## config.mk

```make
export PLATFORM = sky130hd
export DESIGN_NAME = vga_pattern_ctrl
export DESIGN_NICKNAME = d
export VERILOG_FILES = /design/src/rtl/vga_pattern_ctrl.sv
export SDC_FILE = /design/constraint.sdc
export NUM_CORES = 1
export LEC_CHECK = 0
export BUFFER_PORTS_ARGS = -buffer_cell sky130_fd_sc_hd__buf_2
export CORE_MARGIN = 2
export CORE_UTILIZATION = 35
export DETAILED_ROUTE_END_ITERATION = 10
export HOLD_SLACK_MARGIN = 0.03
export PLACE_DENSITY = 0.53
export SYNTH_ARGS = -nofsm -noshare
export SYNTH_HDL_FRONTEND = slang
export SYNTH_SLANG_ARGS = --single-unit
```

## constraint.sdc

```tcl
create_clock -name i_clk -period 2.2 [get_ports i_clk]
set_input_delay 0.22 -clock i_clk [delete_from_list [all_inputs] [get_ports i_clk]]
set_output_delay 0.22 -clock i_clk [all_outputs]
set_load 0.02 [all_outputs]
```

## src/rtl/vga_pattern_ctrl.sv

```systemverilog
// vga_pattern_ctrl: UART command decoder that stages pattern/colour updates onto frame boundaries and optionally auto-cycles patterns.
module vga_pattern_ctrl #(
  parameter int VIDEO_WIDTH      = 3,
  parameter int NUM_PATTERNS     = 8,
  parameter int FRAMES_PER_STEP  = 60,
  parameter int ARG_TIMEOUT_CLKS = 2500000
) (
  input  logic                   i_clk,
  input  logic                   i_rst,
  input  logic                   i_rx_dv,
  input  logic [7:0]             i_rx_byte,
  input  logic                   i_tx_active,
  input  logic                   i_frame_start,
  output logic                   o_tx_dv,
  output logic [7:0]             o_tx_byte,
  output logic [3:0]             o_pattern,
  output logic [VIDEO_WIDTH-1:0] o_fg_r,
  output logic [VIDEO_WIDTH-1:0] o_fg_g,
  output logic [VIDEO_WIDTH-1:0] o_fg_b,
  output logic                   o_auto,
  output logic                   o_cmd_err
);
  localparam int TW = ARG_TIMEOUT_CLKS > 1 ? $clog2(ARG_TIMEOUT_CLKS) : 1;
  localparam int FW = FRAMES_PER_STEP > 1 ? $clog2(FRAMES_PER_STEP) : 1;
  localparam logic [7:0] NAK = 8'hEE;
  typedef enum logic [1:0] {IDLE, WAIT_ARG, RESPOND} state_t;
  state_t r_state, w_next;
  logic [TW-1:0] r_to_cnt;
  logic [FW-1:0] r_frame_cnt;
  logic [7:0] r_resp, r_tx_byte;
  logic r_tx_dv, r_cmd_err, r_pend, r_auto;
  logic [3:0] r_stg_pat, r_pattern, w_next_pat;
  logic [VIDEO_WIDTH-1:0] r_stg_r, r_stg_g, r_stg_b, r_fg_r, r_fg_g, r_fg_b;
  logic w_op_pat, w_op_auto, w_op_col, w_to_hit;
  logic w_idle_rx, w_arg_rx, w_timeout, w_nak, w_drop, w_tx_go;
  assign w_op_pat   = i_rx_byte[7:4] == 4'h0 && {1'b0, i_rx_byte[3:0]} < 5'(NUM_PATTERNS);
  assign w_op_auto  = i_rx_byte[7:4] == 4'h1 && i_rx_byte[3:1] == 3'b000;
  assign w_op_col   = i_rx_byte[7:4] == 4'h2 && i_rx_byte[3:0] < 4'd3;
  assign w_to_hit   = r_to_cnt == TW'(ARG_TIMEOUT_CLKS - 1);
  assign w_next_pat = r_pattern == 4'(NUM_PATTERNS - 1) ? 4'd0 : r_pattern + 4'd1;
  always_ff @(posedge i_clk or posedge i_rst)
    if (i_rst) r_state <= IDLE;
    else r_state <= w_next;
  always_comb begin
    w_next = r_state;
    if (r_state == IDLE && i_rx_dv) w_next = w_op_col ? WAIT_ARG : RESPOND;
    else if (r_state == WAIT_ARG && (i_rx_dv || w_to_hit)) w_next = RESPOND;
    else if (r_state == RESPOND && !i_tx_active) w_next = IDLE;
  end
  always_comb begin
    w_idle_rx = r_state == IDLE && i_rx_dv;
    w_arg_rx  = r_state == WAIT_ARG && i_rx_dv;
    w_timeout = r_state == WAIT_ARG && !i_rx_dv && w_to_hit;
    w_nak     = (w_idle_rx && !(w_op_pat || w_op_auto || w_op_col)) || w_timeout;
    w_drop    = r_state == RESPOND && i_rx_dv;
    w_tx_go   = r_state == RESPOND && !i_tx_active;
  end
  always_ff @(posedge i_clk or posedge i_rst) begin
    if (i_rst) begin
      r_to_cnt    <= '0;
      r_frame_cnt <= '0;
      r_resp      <= '0;
      r_tx_byte   <= '0;
      r_tx_dv     <= 1'b0;
      r_cmd_err   <= 1'b0;
      r_pend      <= 1'b0;
      r_auto      <= 1'b0;
      r_stg_pat   <= '0;
      r_pattern   <= '0;
      r_stg_r     <= '1;
      r_stg_g     <= '1;
      r_stg_b     <= '1;
      r_fg_r      <= '1;
      r_fg_g      <= '1;
      r_fg_b      <= '1;
    end else begin
      r_to_cnt  <= r_state == WAIT_ARG ? r_to_cnt + TW'(1) : '0;
      r_tx_dv   <= w_tx_go;
      r_cmd_err <= w_nak || w_drop;
      if (w_tx_go) r_tx_byte <= r_resp;
      if (w_idle_rx) r_resp <= w_nak ? NAK : i_rx_byte;
      if (w_timeout) r_resp <= NAK;
      // Frame boundary first so a same-cycle commit below overrides staging and pending for the next frame.
      if (i_frame_start && r_pend) begin
        r_pattern   <= r_stg_pat;
        r_fg_r      <= r_stg_r;
        r_fg_g      <= r_stg_g;
        r_fg_b      <= r_stg_b;
        r_pend      <= 1'b0;
        r_frame_cnt <= '0;
      end else if (i_frame_start && r_auto) begin
        if (r_frame_cnt == FW'(FRAMES_PER_STEP - 1)) begin
          r_frame_cnt <= '0;
          r_pattern   <= w_next_pat;
          r_stg_pat   <= w_next_pat;
        end else r_frame_cnt <= r_frame_cnt + FW'(1);
      end
      if (w_idle_rx && w_op_pat) begin
        r_stg_pat <= i_rx_byte[3:0];
        r_pend    <= 1'b1;
      end
      if (w_idle_rx && w_op_auto) begin
        r_auto <= i_rx_byte[0];
        if (i_rx_byte[0]) r_frame_cnt <= '0;
      end
      if (w_arg_rx) begin
        r_pend <= 1'b1;
        if (r_resp[1:0] == 2'd0) r_stg_r <= i_rx_byte[VIDEO_WIDTH-1:0];
        if (r_resp[1:0] == 2'd1) r_stg_g <= i_rx_byte[VIDEO_WIDTH-1:0];
        if (r_resp[1:0] == 2'd2) r_stg_b <= i_rx_byte[VIDEO_WIDTH-1:0];
      end
    end
  end
  assign o_tx_dv   = r_tx_dv;
  assign o_tx_byte = r_tx_byte;
  assign o_pattern = r_pattern;
  assign o_fg_r    = r_fg_r;
  assign o_fg_g    = r_fg_g;
  assign o_fg_b    = r_fg_b;
  assign o_auto    = r_auto;
  assign o_cmd_err = r_cmd_err;
endmodule
```

# ---- After elaboration in Yosys (flattened, before gate mapping)
# Cells that the tools add are included.
dict set report word_totals {
  elab_cells 93
  output_inout_bits 24
  inputBits 13
  reg_bits 76
}
dict set report classes {
  reduce_logical 39
  addsub 3
  mux 22
  magnitude_cmp 2
  n_eq_ne 10
}
# cell n
set ops {}
lappend ops {{6-bit two-way mux} 5}
lappend ops {{4-bit two-way mux} 6}
lappend ops {{8-bit two-way mux} 3}
lappend ops {{22-bit by 1-bit adder with 22-bit output, second input constant} 1}
lappend ops {{22-bit == test, second input constant} 1}
lappend ops {{22-bit two-way mux} 1}
lappend ops {{1-bit logical AND} 15}
lappend ops {{2-bit nonzero test} 5}
lappend ops {{2-bit two-way mux} 4}
lappend ops {{2-bit AND reduction} 4}
lappend ops {{6-bit by 1-bit adder with 6-bit output, second input constant} 1}
lappend ops {{6-bit == test, second input constant} 1}
lappend ops {{3-bit nonzero test} 2}
lappend ops {{1-bit logical OR} 5}
lappend ops {{4-bit by 1-bit adder with 4-bit output, second input constant} 1}
lappend ops {{2-bit by 1-bit == test with 1-bit output, second input constant} 2}
lappend ops {{2-bit == test, second input constant} 2}
lappend ops {{4-bit by 1-bit == test with 1-bit output, second input constant} 1}
lappend ops {{4-bit by 2-bit == test with 1-bit output, second input constant} 1}
lappend ops {{4-bit by 3-bit == test with 1-bit output, second input constant} 1}
lappend ops {{2-bit logical NOT} 2}
lappend ops {{4-bit logical NOT} 1}
lappend ops {{4-bit by 2-bit less-than comparator with 1-bit output, second input constant} 1}
lappend ops {{4-bit less-than comparator, second input constant} 1}
lappend ops {{5 further kinds} 9}

# ---- Depth between registers and ports, before layout
# Gate-level depths: netlist (run 1).
dict set report depth {
  depth_word 10
  depth_mapped 6
}

# ---- Worst setup path before layout (run 1)
# OpenSTA, ideal clock, no wires.
dict set report synth_timing {
  path_kind {register -> register}
  startpoint {reg r_to_cnt[0]}
  endpoint {reg r_resp[0]}
  t_arrival_ns 1.825
  period_less_slack_ns 1.943
  t_required_ns 2.081
  setup_time_ns 0.119
  setup_slack_ns 0.257
  path_stages_with_launch 7
  cell_sequence {dfrtp_1 -> ha_1 -> nand4_4 -> or4_4 -> or3_1 -> buf_6 -> o21a_1}
}
dict set report synth_between {
  elab_chain_cells 6
  elab_cells_between_ends 7
}
# item line
set synth_rtl {}
lappend synth_rtl {{start, declared} 28} ;# logic [TW-1:0] r_to_cnt;
lappend synth_rtl {{start signal, assigned} 77} ;# r_to_cnt <= r_state == WAIT_ARG ? r_to_cnt + TW'(1) : '0;
lappend synth_rtl {{22-bit == test *} 39} ;# assign w_to_hit = r_to_cnt == TW'(ARG_TIMEOUT_CLKS - 1);
lappend synth_rtl {{1-bit logical AND *} 53} ;# w_timeout = r_state == WAIT_ARG && !i_rx_dv && w_to_hit;
lappend synth_rtl {{1-bit logical OR} 54} ;# w_nak = (w_idle_rx && !(w_op_pat || w_op_auto || w_op_col)) || w_timeout;
lappend synth_rtl {{8-bit two-way mux (2 in series)} 81} ;# if (w_idle_rx) r_resp <= w_nak ? NAK : i_rx_byte;
lappend synth_rtl {{8-bit two-way mux} 82} ;# if (w_timeout) r_resp <= NAK;
lappend synth_rtl {{end signal, assigned} 81}
lappend synth_rtl {{end, declared} 30} ;# logic [7:0] r_resp, r_tx_byte;
# Every way passes the cells marked *; elsewhere a longest branch is shown, timed or not. The select of a mux whose other input is x is not followed.
# A chain may end at the register's enable or synchronous reset.

# ---- Final worst setup path (run 1)
dict set report layout_timing {
  startpoint {reg r_to_cnt[0]}
  endpoint {reg r_resp[4]}
}
# Same word-level chain as after synthesis.

==> results.md, run 1 <==
- Fmax: 487 MHz
- Initial antenna violation count: 0
- CTS tree: done
- Clock Latency Late Sink: 350 ps
- Fin Hold WS: 204 ps
- CP Capture Type: flip-flop
- Met3 usage: 4.24%
- Worst path required time: 2440 ps
- Peak supply drop: 0.000269 V
- Post-synth EDFFs: 0
- Met2 Use GR: 21.8%
- CP bufs+invs: 0
- I/O pin count: 37
- Hold Buf Count CTS: 1
- Slowest stage cell, crit path: or4_4
- CP top delay family: simple AND/OR/NAND/NOR gates
- Pleak: 1.68 nW
- Share of the yosys chip area belonging to registers: 54.0%
- Final ANT Viol Nets: 0
- GPL Wtd Cong: 0.834
- Synth Net Count: 341
- Max_slew headroom: 59.5%
- Clock Path Buffers: 2
- Vias per inst: 5.05
- Crit-path cells: ha_1 > nand4_4 > or4_4 > or3_1 > o21a_1
- Hold Crit Class: in -> reg
- Initial DRT Pass Iterations: 5
- CTS clk-pin slew, worst paths: 80 ps
- Die ar.: 11000 um^2
- Clk_skew: 10.0 ps
- Final hold violations: 0
- Drt total wl: 7190 um
- # clock sinks: 76
- Cell area after layout: 4140 um^2
- Synth cell types: 47
- Slack of the critical path: 146 ps
- Status: finished clean
- Area leader, netlist: dfrtp_1
- Asr flop ratio synth: 100%
- Synth Warn #: 0
- Vias in the first global route: 2552
- Grt ovf: 0
- RSZ-0062 raised after global routing: no
- Antenna cells: 0
- Final cycle utilization of the critical path: 93.4%
- DRC: 0
- Die Ht: 105 um
- Dpl ws: 141 ps
- Synth top area cells: dfrtp_1, dfstp_2, mux2_2
- Layout cells sized above 1: 31.6%
- DR iter-0 viols: 74
- Max Slew Vio Count: 0
- Placed Instance Area: 3950 um^2
- # fillers: 990
- Crit Path Category: reg -> reg
- Post-CTS Setup Bufs: 0
- Setup TNS: 0 ps
- Final setup vio count: 0
- Seq cells post-synth: 76
- Starting Density: 36.3%
- Post-CTS sizing: 0
- Worst Path Max Fanout: 9
- Actual slew at the worst max-slew pin: 607 ps
- Prevailing post-synth register cell: dfrtp_1
- Synthesized area: 3560 um^2
- Largest net degree at the start of global routing: 77
- Wire length per cell: 14.1 um
- Min cycle time layout: 2050 ps
- Vias: 2576
- Total Nets Final: 388
- Layout area overhead: 16.3%
- Detailed placer's ending HPWL: 4970 um
- Chip Width: 105 um
- Root buffer cell: clkbuf_8
- TritonCTS buffer count: 9
- Crit path DAT: 2290 ps
- Total power: 3.04 mW
- Avg Cell Area, Syn: 11.0 um^2
- IO buf count: 36
- Met1 usage: 19.2%
- Crit path largest cell delay: 550 ps
- Power Density: 735 nW/um^2
- Max cap viols: 0
- GRT busiest layer: met2
- Most common cell after layout, fill and taps aside: dfrtp_1
- Most frequent cells in the layout: dfrtp_1, buf_2, nor2_1
- Worst Setup Start Kind: flip-flop
- Std-Cell Rows: 36
- H-tree levels: 3
- Cells after Synth: 325
- Yosys top cell area share: 40.8%
- Core ar.: 9820 um^2
- Gr usage total: 14.0%
- First-pass GRT wire length: 12600 um
-- tightest hold or removal path, cell delays in order --
cell	delay, ps
buf_2	130
o32ai_1	100
nand2_1	60
-- final timing paths --
path	start	end	slack (ps)	cells past startpoint
worst max-delay path	r_to_cnt[0]$_DFF_PP0_	r_resp[4]$_DFFE_PP0P_	150	5
worst min-delay path	i_rx_byte[5]	r_resp[5]$_DFFE_PP0P_	200	3
worst max register to register	r_to_cnt[0]$_DFF_PP0_	r_resp[4]$_DFFE_PP0P_	150	5
worst min register to register	r_stg_pat[3]$_DFFE_PP0P_	o_pattern[3]$_DFFE_PP0P_	500	2
max in group asynchronous	i_rst	r_stg_b[0]$_DFFE_PP1P_	1370	4
min in group asynchronous	i_rst	r_stg_pat[0]$_DFFE_PP0P_	500	4
-- flip-flops by register name, summed over array words and instances (netlist names) --
register,cells
o_fg_r,3
r_state,2
r_stg_r,3
o_fg_b,3
r_to_cnt,22
r_stg_g,3
r_frame_cnt,6
r_pend,1
o_tx_byte,8
o_tx_dv,1
o_pattern,4
r_resp,8
r_stg_b,3
o_fg_g,3
o_auto,1
r_stg_pat,4
o_cmd_err,1
-- synthesized netlist by cell type (3+ instances only) --
| library cell | number |
|---|---|
| nand3_1 | 15 |
| a21oi_1 | 11 |
| nor3b_1 | 5 |
| and2_1 | 3 |
| inv_1 | 10 |
| nor4_1 | 5 |
| o31ai_1 | 4 |
| nor2b_1 | 4 |
| o21ai_0 | 12 |
| nand4_1 | 5 |
| dfstp_2 | 18 |
| o32ai_1 | 3 |
| clkbuf_1 | 8 |
| mux2_2 | 30 |
| and3_1 | 5 |
| nor2_1 | 32 |
| nor3_1 | 11 |
| nand2b_1 | 4 |
| ha_1 | 3 |
| dfrtp_1 | 58 |
| xor2_1 | 5 |
| or2_2 | 3 |
| xnor2_1 | 13 |
| or3_1 | 5 |
| or4_1 | 3 |
| nand2_1 | 19 |
| nor4b_1 | 4 |
-- power breakdown --
part	switching, mW	leakage [nW]	total, mW	internal [mW]
clock network	0.546	0.0979	0.996	0.450
registers	0.0971	0.908	1.62	1.52
logic	0.231	0.679	0.428	0.196
-- cell type report --
class	instances	area, um^2	share of cell area, %
clock buffers	10	138	3.32
clock inverters	6	43.8	1.06
inverters	10	37.5	0.906
multi-input cells	228	1550	37.5
flip-flops and latches	76	1920	46.5
well taps	133	166	4.02
repair buffers	47	278	6.71
-- metrics by stage --
stage | util (%) | std cells
2_1_floorplan | - | 325
3_3_place_gp | 40.2 | 493
3_5_place_dp | 40.2 | 493
4_1_cts | 42.2 | 510
5_1_grt | 42.2 | 510
6_report | 42.2 | 510
-- routing by layer --
layer  share of wire, %  vias to the layer above  routed length (um)
li1                   -                     1261                   -
met1                 48                     1269                3440
met2                 47                       44                3410
met3                4.3                        2                 306
met4               0.53                        0                  38
met5                  0                        -                   0
-- cells by family (layout without fill, tap and decap cells) --
kind of cell / after synthesis / count (layout) / share of synthesized area, %
xor gates and xnor gates: 18 / 18 / 4.43
adders and majority gates: 3 / 3 / 1.05
AOI/OAI and AO/OA: 44 / 44 / 7.91
buffers and inverters: 21 / 73 / 2.46
DFF: 76 / 76 / 54.0
muxes: 32 / 32 / 10.0
and+or+nand+nor: 131 / 131 / 20.1
Note: power is estimated with default switching activity, not from simulation.
==> inputs of run 2 (changes only) <==
- CORE_UTILIZATION: 35 -> 55
- PLACE_DENSITY: 0.53 -> 0.74
- SKIP_CTS_REPAIR_TIMING: not set -> 1
- clock period: 2.2 -> 2.4 ns (I/O delays scaled with it)
==> run 2 against run 1 <==
Critical path depth did not move. Hold slack improved by 13 ps. Largest power group unchanged. First-iteration DRC count rose by 85%.
==> results.md, run 2 (synthesis results as in run 1) <==
- Worst path required time: 2640 ps
- Most frequent cells in the layout: dfrtp_1, buf_2, nor2_1
- Max Slew Vio Count: 0
- Die ar.: 7130 um^2
- Actual slew at the worst max-slew pin: 688 ps
- R2R setup slack: 290 ps
- Drt total wl: 6800 um
- Vias in the first global route: 2529
- Total power: 2.85 mW
- Core ar.: 6310 um^2
- Vias: 2581
- R2r endpoint: r_resp[4]$_DFFE_PP0P_
- Final ANT Viol Nets: 0
- Chip Width: 84.5 um
- Non-Filler Instances: 452
- Dpl cells: 435
- Initial DRT Pass Iterations: 4
- Setup TNS: 0 ps
- Root buffer cell: clkbuf_8
- Max cap viols: 0
- Slack of the critical path: 291 ps
- Layout cells sized above 1: 30.9%
- I/O pin count: 37
- Worst Path Max Fanout: 9
- Fin Hold WS: 217 ps
- Worst-case reg-to-reg path depth: 5
- DRC: 0
- Wire length per cell: 15.0 um
- Total Nets Final: 386
- Clock Latency Late Sink: 360 ps
- Number of flip-flops in the largest register: 22
- Clock Path Buffers: 2
- Power Density: 701 nW/um^2
- First-pass GRT wire length: 11600 um
- RSZ-0062 raised after global routing: no
- Worst flop-to-flop path startpoint: r_to_cnt[0]$_DFF_PP0_
- Layout area overhead: 14.1%
- CTS clk-pin slew, worst paths: 80 ps
- Antenna cells: 0
- CTS tree: done
- H-tree levels: 3
- Final cycle utilization of the critical path: 87.9%
- # clock sinks: 76
- Grt ovf: 0
- Final setup vio count: 0
- Hold Crit Depth: 3
- Detailed placer's ending HPWL: 4810 um
- Largest net degree at the start of global routing: 27
- TritonCTS buffer count: 9
- Starting Density: 56.4%
- Peak supply drop: 0.000392 V
- IO buf count: 36
- Worst Setup Start Kind: flip-flop
- Pleak: 1.67 nW
- Largest register by flop count: r_to_cnt
- Crit Path Category: reg -> reg
- Die Ht: 84.5 um
- Hold endpoint: r_resp[5]$_DFFE_PP0P_
- Vias per inst: 5.71
- Dpl ws: 288 ps
- Most common cell after layout, fill and taps aside: dfrtp_1
- Gr usage total: 20.5%
- GPL Wtd Cong: 0.821
- Std-Cell Rows: 29
- Final hold violations: 0
- Crit path DAT: 2350 ps
- Min cycle time layout: 2110 ps
- Clk_skew: 12.4 ps
- Initial antenna violation count: 0
- Hold Crit Class: in -> reg
- Worst Hold Launch: i_rx_byte[5]
- Status: finished clean
- DR iter-0 viols: 137
- Max_slew headroom: 53.8%
- CP Capture Type: flip-flop
- Fmax: 474 MHz
[run 2: cell types whose count changed in the layout (fill, tap and decap cells not counted), sizes merged]
cell	change
clkinvlp	+1
buf	-2
clkbuf	+1
clkinv	+1
inv	-3
[run 2: through the flow]
stage / instance area, um^2 / utilization [%]
floorplan: 3560 / -
finish: 4060 / 64.3
detailed placement: 3850 / 60.9
global route: 4060 / 64.3
CTS: 4050 / 64.2
global placement: 3850 / 60.9
[run 2: worst max-delay path by stage]
stage	slack [ps]	depth (start not counted)	to	startpoint
finish	290	5	r_resp[4]$_DFFE_PP0P_	r_to_cnt[0]$_DFF_PP0_
global route	170	5	r_resp[0]$_DFFE_PP0P_	r_to_cnt[0]$_DFF_PP0_
CTS	280	5	r_resp[4]$_DFFE_PP0P_	r_to_cnt[0]$_DFF_PP0_
detailed placement	290	5	r_resp[4]$_DFFE_PP0P_	r_to_cnt[0]$_DFF_PP0_
global placement	340	5	r_resp[4]$_DFFE_PP0P_	r_to_cnt[0]$_DFF_PP0_
floorplan	250	1	o_auto$_DFFE_PP0N_	i_rst
[run 2: per-layer routing]
metal  vias up  global-route usage, %  wire (um)
met4         0                   6.93         82
met1      1271                   26.2       3140
li1       1265                      -          -
met5         -                      0          0
met2        37                   33.5       3350
met3         8                   6.39        233
[run 2: cell type report]
class	instances	area [um^2]
Fill cell	521	2250
Inverter	10	37.5
Clock buffer	11	163
Multi-Input combinational cell	228	1550
Timing Repair Buffer	45	250
Clock inverter	5	42.5
Sequential cell	76	1920
Tap cell	77	96.3
[run 2: critical path, stage by stage (launching register included)]
cell and delay [ps]:
dfrtp_1 400, ha_1 260, nand4_4 150, or4_4 570, or3_1 460, o21a_1 160
[run 2: power breakdown]
group / leakage (nW) / internal (mW) / switching (mW)
Sequential: 0.908 / 1.40 / 0.0965
Clock: 0.101 / 0.476 / 0.502
Combinational: 0.663 / 0.173 / 0.205
Total: 1.67 / 2.04 / 0.803
